`config.mk`:
```
export PLATFORM = sky130hd
export DESIGN_NAME = gf2m_inverter
export DESIGN_NICKNAME = d
export VERILOG_FILES = /design/src/rtl/gf2m_pkg.sv /design/src/rtl/gf2m_div_x.sv /design/src/rtl/gf2m_inverter.sv
export SDC_FILE = /design/constraint.sdc
export NUM_CORES = 2
export LEC_CHECK = 0
export ABC_AREA = 1
export BUFFER_PORTS_ARGS = -buffer_cell sky130_fd_sc_hd__buf_4
export CAP_MARGIN = 0
export CORE_ASPECT_RATIO = 0.8
export CORE_MARGIN = 2
export CORE_UTILIZATION = 61
export CTS_BUF_LIST = sky130_fd_sc_hd__clkbuf_8 sky130_fd_sc_hd__clkbuf_16
export DETAILED_ROUTE_END_ITERATION = 12
export PLACE_DENSITY = 0.81
export SLEW_MARGIN = 25
export SYNTH_ARGS = -nofsm -noshare
export SYNTH_HDL_FRONTEND = slang
export SYNTH_SLANG_ARGS = --single-unit
```
`constraint.sdc`:
```
create_clock -name clk -period 10.26 [get_ports clk]
set_clock_uncertainty 0.15 [all_clocks]
set_input_delay 0.513 -clock clk [delete_from_list [all_inputs] [get_ports clk]]
set_output_delay 0.513 -clock clk [all_outputs]
set_load 0.1 [all_outputs]
```
`src/rtl/gf2m_pkg.sv`:
```
// Shared constants and FSM encoding for the GF(2^131) inverter datapath.
package gf2m_pkg;

  localparam int W = 136;
  localparam int M = 131;

  // x^131 + x^13 + x^2 + x + 1
  localparam logic [M:0] F_POLY = ((M+1)'(1) << M) | ((M+1)'(1) << 13) | (M+1)'(7);

  localparam int DEG_W = $clog2(M + 1);

  typedef enum logic [2:0] {
    IDLE,
    SHIFT_U,
    SHIFT_V,
    COMBINE,
    DONE
  } state_t;

endpackage

```
`src/rtl/gf2m_div_x.sv`:
```
// Combinational g -> g/x mod F_POLY: halve directly when even, fold in F_POLY first when odd.
module gf2m_div_x
  import gf2m_pkg::*;
(
  input  logic [M:0] g,
  output logic [M:0] q
);

  assign q = g[0] ? ((g ^ F_POLY) >> 1) : (g >> 1);

endmodule

```
`src/rtl/gf2m_inverter.sv`:
```
// Sequential GF(2^M) inverter (binary extended Euclid) with valid/ready on both sides.
module gf2m_inverter
  import gf2m_pkg::*;
(
  input  logic         clk,
  input  logic         rst_n,
  input  logic         in_valid,
  output logic         in_ready,
  input  logic [W-1:0] a,
  output logic         out_valid,
  input  logic         out_ready,
  output logic [W-1:0] inv,
  output logic         err
);

  state_t       state_q, state_d;
  logic [M:0]   u_q, u_d, v_q, v_d;
  logic [M:0]   g1_q, g1_d, g2_q, g2_d;
  logic [M:0]   g1_half, g2_half;
  logic [M-1:0] res_q, res_d;
  logic         err_q, err_d;
  logic         unused_a_hi;

  function automatic logic [DEG_W-1:0] deg(input logic [M:0] p);
    logic [DEG_W-1:0] d;
    d = '0;
    for (int i = 0; i <= M; i++) begin
      if (p[i]) d = DEG_W'(i);
    end
    return d;
  endfunction

  gf2m_div_x u_div_g1 (.g(g1_q), .q(g1_half));
  gf2m_div_x u_div_g2 (.g(g2_q), .q(g2_half));

  // Invariants: g1*a == u and g2*a == v (mod F_POLY); every step preserves both.
  always_comb begin
    // NOTE: every output of this block is given its hold value first so no path infers a latch.
    state_d = state_q;
    u_d     = u_q;
    v_d     = v_q;
    g1_d    = g1_q;
    g2_d    = g2_q;
    res_d   = res_q;
    err_d   = err_q;

    case (state_q)
      IDLE: begin
        if (in_valid) begin
          u_d  = {1'b0, a[M-1:0]};
          v_d  = F_POLY;
          g1_d = (M+1)'(1);
          g2_d = '0;
          if (a[M-1:0] == '0) begin
            err_d   = 1'b1;
            res_d   = '0;
            state_d = DONE;
          end else begin
            err_d   = 1'b0;
            state_d = SHIFT_U;
          end
        end
      end

      // Next state looks at the bit that becomes the LSB, so no idle check cycle is spent.
      SHIFT_U: begin
        if (!u_q[0]) begin
          u_d     = u_q >> 1;
          g1_d    = g1_half;
          state_d = !u_q[1] ? SHIFT_U : (v_q[0] ? COMBINE : SHIFT_V);
        end else if (!v_q[0]) begin
          v_d     = v_q >> 1;
          g2_d    = g2_half;
          state_d = v_q[1] ? COMBINE : SHIFT_V;
        end else begin
          state_d = COMBINE;
        end
      end

      SHIFT_V: begin
        if (!v_q[0]) begin
          v_d     = v_q >> 1;
          g2_d    = g2_half;
          state_d = v_q[1] ? COMBINE : SHIFT_V;
        end else begin
          state_d = COMBINE;
        end
      end

      COMBINE: begin
        if (u_q == (M+1)'(1) || v_q == (M+1)'(1)) begin
          res_d   = (u_q == (M+1)'(1)) ? g1_q[M-1:0] : g2_q[M-1:0];
          state_d = DONE;
        end else if (deg(u_q) > deg(v_q)) begin
          u_d     = u_q ^ v_q;
          g1_d    = g1_q ^ g2_q;
          state_d = SHIFT_U;
        end else begin
          v_d     = v_q ^ u_q;
          g2_d    = g2_q ^ g1_q;
          state_d = SHIFT_U;
        end
      end

      DONE: begin
        if (out_ready) state_d = IDLE;
      end

      default: state_d = IDLE;
    endcase
  end

  // NOTE: state registers use non-blocking assignments so every flop samples pre-edge values.
  always_ff @(posedge clk or negedge rst_n) begin
    if (!rst_n) begin
      state_q <= IDLE;
      u_q     <= '0;
      v_q     <= '0;
      g1_q    <= '0;
      g2_q    <= '0;
      res_q   <= '0;
      err_q   <= 1'b0;
    end else begin
      state_q <= state_d;
      u_q     <= u_d;
      v_q     <= v_d;
      g1_q    <= g1_d;
      g2_q    <= g2_d;
      res_q   <= res_d;
      err_q   <= err_d;
    end
  end

  assign in_ready    = (state_q == IDLE);
  assign out_valid   = (state_q == DONE);
  assign inv         = {{(W-M){1'b0}}, res_q};
  assign err         = err_q;
  assign unused_a_hi = ^a[W-1:M];

endmodule

```
After elaboration in Yosys (flattened, before gate mapping)
Index checks and enable logic that the tools add are counted.
{ "word_totals": {"ff_bits": 663, "output_inout_bits": 139, "elab_cells": 346} }
{ "op_classes": {"order_cmp": 1, "eq_ne": 15, "n_mux": 306, "bitwise": 4, "reduce_logical": 12} }
{ "ops": {"columns": ["op", "n"], "rows": [
  ["132-bit two-way mux", 18],
  ["8-bit two-way mux", 264],
  ["132-bit one-hot mux with 4 select lines", 2],
  ["132-bit one-hot mux with 3 select lines", 2],
  ["131-bit two-way mux", 6],
  ["132-bit by 1-bit == test with 1-bit output (second input constant)", 2],
  ["132-bit bitwise XOR", 2],
  ["131-bit one-hot mux with 2 select lines", 1],
  ["131-bit logical NOT", 1],
  ["3-bit one-hot mux with 5 select lines", 1],
  ["2-bit inequality test (second input constant)", 7],
  ["3-bit two-way mux", 4],
  ["5-bit inverter", 2],
  ["5-bit AND reduction", 2],
  ["8-bit > comparator", 1],
  ["4-bit AND reduction", 2],
  ["3-bit by 2-bit == test with 1-bit output (second input constant)", 2],
  ["1-bit two-way mux", 6],
  ["2-bit two-way mux", 2],
  ["2-bit by 1-bit inequality test with 1-bit output (second input constant)", 2],
  ["2-bit AND reduction", 2],
  ["4-bit nonzero test", 1],
  ["3-bit by 1-bit == test with 1-bit output (second input constant)", 1],
  ["3-bit == test (second input constant)", 1],
  ["4 further kinds", 4]
]} }

Logic depth before layout (Yosys ltp)
{ "depth": {"word_depth": 137, "mapped_depth": 143, "ltp_nobuf": 142} }

Hierarchy
A second synthesis with hierarchy kept.
{ "hier_totals": {"hier_cells": 5983, "hier_area_um2": 41471.0} }
{ "modules_own_cells": {"columns": ["module", "n_inst", "cells_per_inst", "area_per_inst_um2", "seq_area_each_um2"], "rows": [
  ["gf2m_inverter", 1, 5691, 39414.1, 16590.9],
  ["gf2m_div_x", 2, 146, 1028.5, 0.0]
]} }

Least setup slack after synthesis
OpenSTA, ideal clock, no wires.
{ "synth_path": {"path_kind": "reg-to-reg", "from": "reg u_q[1]", "to": "reg g2_q[0]", "setup_time_ns": 0.083, "t_arrival_ns": 7.911, "t_required_ns": 10.027, "setup_slack_ns": 2.117, "path_stages_with_launch": 143, "n_path_buf": 3, "synth_period_minus_slack_ns": 8.143, "cell_sequence": "dfrtp_1 nand2_1 nand2_1 nand2_1 nand2_1 nand2_1 nand2_1 nand2_1 nand2_1 nand2_1 nand2_1 nand2_1 nand2_1 nand2_1 nand2_1 nand2_1 nand2_1 nand2_1 (+107 left out) nand2_1 nand2_1 nand2_1 nand2_1 a21oi_1 ha_1 inv_1 a21oi_1 o21ai_0 nor2b_1 o32ai_1 o2111ai_1 a21oi_1 clkbuf_1 clkbuf_1 clkbuf_1 nand2_1 o21ai_0"} }
{ "synth_via": {"elab_chain_cells": 136, "elab_cells_between_ends": 139, "classes_between": "order compare: 1; eq/ne: 3; mux: 133; reduce/logical: 2"} }
{ "synth_rtl": {"columns": ["item", "line", "source"], "rows": [
  ["from (decl)", "gf2m_inverter.sv:17", "logic [M:0] u_q, u_d, v_q, v_d;"],
  ["from (signal assigned)", "gf2m_inverter.sv:125", "u_q <= u_d;"],
  ["1-bit two-way mux", "gf2m_inverter.sv:28", "if (p[i]) d = DEG_W'(i);"],
  ["8-bit two-way mux (130 in series)", "gf2m_inverter.sv:28", null],
  ["8-bit two-way mux", "gf2m_inverter.sv:91", "if (u_q == (M+1)'(1) || v_q == (M+1)'(1)) begin"],
  ["8-bit two-way mux", "gf2m_inverter.sv:47", "case (state_q)"],
  ["8-bit > comparator", "gf2m_inverter.sv:94", "end else if (deg(u_q) > deg(v_q)) begin"],
  ["2-bit inequality test (no line)", null, null],
  ["5-bit AND reduction (no line) (*)", null, null],
  ["to (signal assigned)", "gf2m_inverter.sv:128", "g2_q <= g2_d;"],
  ["to (decl)", "gf2m_inverter.sv:18", "logic [M:0] g1_q, g1_d, g2_q, g2_d;"]
]} }
Mark *: on every way between the ends. The rest lies on a longest branch, timed or not. The select of a mux whose other input is x is not followed.
A chain may end at the register's enable or synchronous reset.

Final worst setup path
{ "layout_path": {"from": "reg u_q[1]", "to": "reg v_q[31]"} }
{ "layout_via": {"elab_chain_cells": 136, "elab_cells_between_ends": 139, "classes_between": "order compare: 1; eq/ne: 3; mux: 133; reduce/logical: 2"} }
{ "layout_rtl": {"columns": ["item", "line", "source"], "rows": [
  ["1-bit two-way mux", "gf2m_inverter.sv:28", null],
  ["8-bit two-way mux (130 in series)", "gf2m_inverter.sv:28", null],
  ["8-bit two-way mux", "gf2m_inverter.sv:91", null],
  ["8-bit two-way mux", "gf2m_inverter.sv:47", null],
  ["8-bit > comparator", "gf2m_inverter.sv:94", null],
  ["2-bit inequality test (no line)", null, null],
  ["5-bit AND reduction (no line) (*)", null, null],
  ["to (signal assigned)", "gf2m_inverter.sv:126", "v_q <= v_d;"],
  ["to (decl)", "gf2m_inverter.sv:17", null]
]} }
Marked as above.

==> flow_metrics.py <==
metrics = {
    "synth": {
        "synth_seq_cells": 663,
        "seq_area_frac_synth": 0.4333,
        "synth_edf_count": 0,
        "synthTopCellsByArea": "dfrtp_1 43%, o21ai_0 18%, nand2_1 12%",
        "synthFlopType": "dfrtp_1",
        "avgSynthCellArea_um2": 7.035,
        "ys_types": 37,
        "synth_top_area_share": 0.4333,
        "async_flop_share": 1.000,
        "yosysWarnings": 0,
        "syn-cell-area_um2": 38290,
        "yosys-top-cells-count": "1354 x o21ai_0, 1186 x nand2_1, 727 x nor2_1",
        "synth.most_common_cell": "o21ai_0",
        "postSynthCellCount": 5442,
        "yosysTopAreaCell": "dfrtp_1",
    },
    "grt": {
        "grt_overflow": 0,
        "grt_max_degree": 172,
        "grt_usage": 0.3230,
        "grt_pass1_vias": 34699,
        "grt_antenna_before_repair": 1,
        "grt_pass1_wl_mm": 174.2,
    },
    "status": {
        "status": "complete, no violations",
    },
    "power": {
        "power_frac_comb": 0.631,
        "power.total_mw": 18.34,
        "p_int_mw": 9.112,
        "seqPwrFrac": 0.230,
        "p_per_area_nw_per_um2": 401.0,
        "p_sw_frac": 0.5033,
        "clock_power_share": 0.139,
        "p_leak_nw": 21.85,
        "irDropWorstVdd_mv": 0.2730,
        "power.switching_mw": 9.232,
    },
    "clock_network": {
        "cts.sinks": 663,
        "clk_root_buffer_cell": "clkbuf_16",
        "htree_levels": 3,
        "clock_latency_ps": 620,
        "cts_tree": "built",
        "cts_max_path_buffers": 3,
        "cts.clk_slew.worst_paths_ps": 70,
        "cts_buffers": 70,
    },
    "route": {
        "drt_iter0_drc": 5664,
        "drc_errors": 0,
        "viasPerCell": 6.110,
        "drt.antenna.violating_nets": 0,
        "vias": 39818,
        "wl_mm": 129.5,
        "drtPass1Iterations": 6,
        "wire_per_inst_um": 19.87,
    },
    "worst_hold_path": {
        "hold_depth": 3,
        "min_to": "u_q[89]$_DFFE_PN0P_",
        "min_path_type": "in2reg",
        "hp-start": "a[89]",
    },
    "layout": {
        "synthToLayoutAreaGrowth_pct": 19.48,
        "fill_cells": 4904,
        "fin_nets": 5776,
        "final_layout_size_suffix_gt1_frac": 0.1318,
        "final_area_um2": 45740,
    },
    "worst_setup_path": {
        "worst_setup_path_end_kind": "register",
        "r2r-end": "v_q[31]$_DFFE_PN0P_",
        "cp_num_buf_inv": 4,
        "crit_family": "simple AND/OR/NAND/NOR gates",
        "cpMostUsedCell": "nand2_1",
        "critPathLaunchType": "register",
        "cp.required_ps": 10630,
        "r2r_cells": 142,
        "criticalPathCategory": "reg2reg",
        "worstPathMaxFanout": 19,
        "slowest_stage": "dfrtp_2",
        "crit_path_max_incr_delay_ps": 450,
        "reg2reg_from": "u_q[1]$_DFFE_PN0P_",
        "arrival_ps": 10170,
        "r2r_slack_ps": 460,
    },
    "timing": {
        "finalCritPeriodShare": 0.9556,
        "fmax_ghz": 0.1020,
        "setup_violations": 0,
        "max_slew_margin": 0.2765,
        "drv_slew": 0,
        "tns_ps": 0,
        "hold_viol": 0,
        "tightest_slew_ps": 1085,
        "period_minus_slack_ps": 9805,
        "setup_ws_ps": 455.3,
        "rsz0062_at_grt": "true",
    },
    "place": {
        "post-place-ws_ps": 530.9,
        "placed_cell_area_um2": 40690,
        "place.gp.congestion": 0.9113,
        "post-dp-hpwl_mm": 66.05,
        "port_buffers": 268,
    },
    "floorplan": {
        "dieWidth_um": 284.1,
        "initial_utilization": 0.6137,
        "rows": 82,
        "ios": 279,
        "coreArea_um2": 62380,
        "die_h_um": 228.1,
        "die_area_um2": 64800,
    },
    "job": {
        "cap_violations": 0,
    },
}
## area by class of cell
type,instances,area (um^2),share of cell area
clock inverters,35,302.8,0.006619
inverters,610,3015,0.06592
repair buffers,420,4836,0.1057
clock buffers,84,1956,0.04275
multi-input cells,3863,17980,0.3931
well taps,840,1051,0.02298
diodes,2,5.005,0.0001094
flip-flops and latches,663,16600,0.3628
## sequential cells by signal, summed over array words and instances (netlist names)
register  cells
state_q       3
v_q         132
g2_q        132
g1_q        132
err           1
u_q         132
res_q       131
## worst max path at each step
stage / startpoint / to / cells after the start
global route: u_q[1]$_DFFE_PN0P_ / v_q[31]$_DFFE_PN0P_ / 142
finish: u_q[1]$_DFFE_PN0P_ / v_q[31]$_DFFE_PN0P_ / 142
floorplan: u_q[1]$_DFFE_PN0P_ / g2_q[0]$_DFFE_PN0P_ / 142
detailed placement: u_q[1]$_DFFE_PN0P_ / v_q[125]$_DFFE_PN0P_ / 140
CTS: u_q[1]$_DFFE_PN0P_ / v_q[91]$_DFFE_PN0P_ / 140
global placement: u_q[1]$_DFFE_PN0P_ / g2_q[110]$_DFFE_PN0P_ / 140
## power by group through the flow
stage	clock network (mW)	logic (mW)	registers, mW
after floorplan	0	5.60	4.19
after global placement	0	7.51	4.18
after detailed placement	0	7.68	4.20
after CTS	2.56	7.75	4.18
after global routing	2.67	12.3	4.32
final	2.56	11.6	4.22
## cells in the final DEF (no fill, tap or decap), types with 39 or more instances in the layout
master     instances
nor2_1           725
dfrtp_1          660
nand2_1         1157
bufinv_8          48
nor3_1            76
buf_4            296
clkbuf_16        121
o211ai_1          43
inv_1            496
o21ai_2           57
a21oi_1          244
o21ai_1          100
nor4_1            39
inv_2             72
o31ai_1          122
o21ai_0         1204
## per-layer routing
layer  share of wire  vias to the layer above  GRT usage
li1                -                    18222          -
met2            0.44                     2456     0.5019
met5               0                        -          0
met4           0.045                        0     0.1158
met3            0.12                      443    0.04700
met1            0.40                    18697     0.4637
## worst register-to-register path: cells and delay by family (launching register included)
| kind | cells | cell delay [ps] |
|---|---|---|
| AND/OR/NAND/NOR | 130 | 7270 |
| flip-flops | 1 | 450 |
| AO/OA/AOI/OAI | 7 | 1020 |
| buffers and inverters | 4 | 620 |
| adder cells (fa/ha/maj) | 1 | 180 |
## logic make-up (layout without fill, tap and decap cells)
kind of cell               after synthesis  after routing  share of synthesized area
buffers and inverters                  920           1149                     0.1087
adders and majority gates                8              8                   0.002615
AOI/OAI and AO/OA                     1792           1792                     0.2463
and+or+nand+nor                       2050           2050                     0.2071
other                                    1              7                 0.00009795
xor gates and xnor gates                 8              8                   0.001830
DFF                                    663            663                     0.4333
## metrics by stage
stage               cells  hold WS (ps)  utilization
finish               6517         28.35       0.7333
global route         6515         37.63       0.7332
CTS                  6401         6.560       0.6893
detailed placement   6277         324.1       0.6523
global placement     6276         316.5       0.6519
floorplan            5446         67.41            -
## what timing repair did
item / 4_1_cts / 5_1_grt
hold endpoints to repair: 87 / 0
setup buffers: 0 / 29
hold buffers: 5 / 0
setup endpoints to repair: 0 / 528
gates resized for setup: 0 / 339
Power figures use the tool's default switching activity.
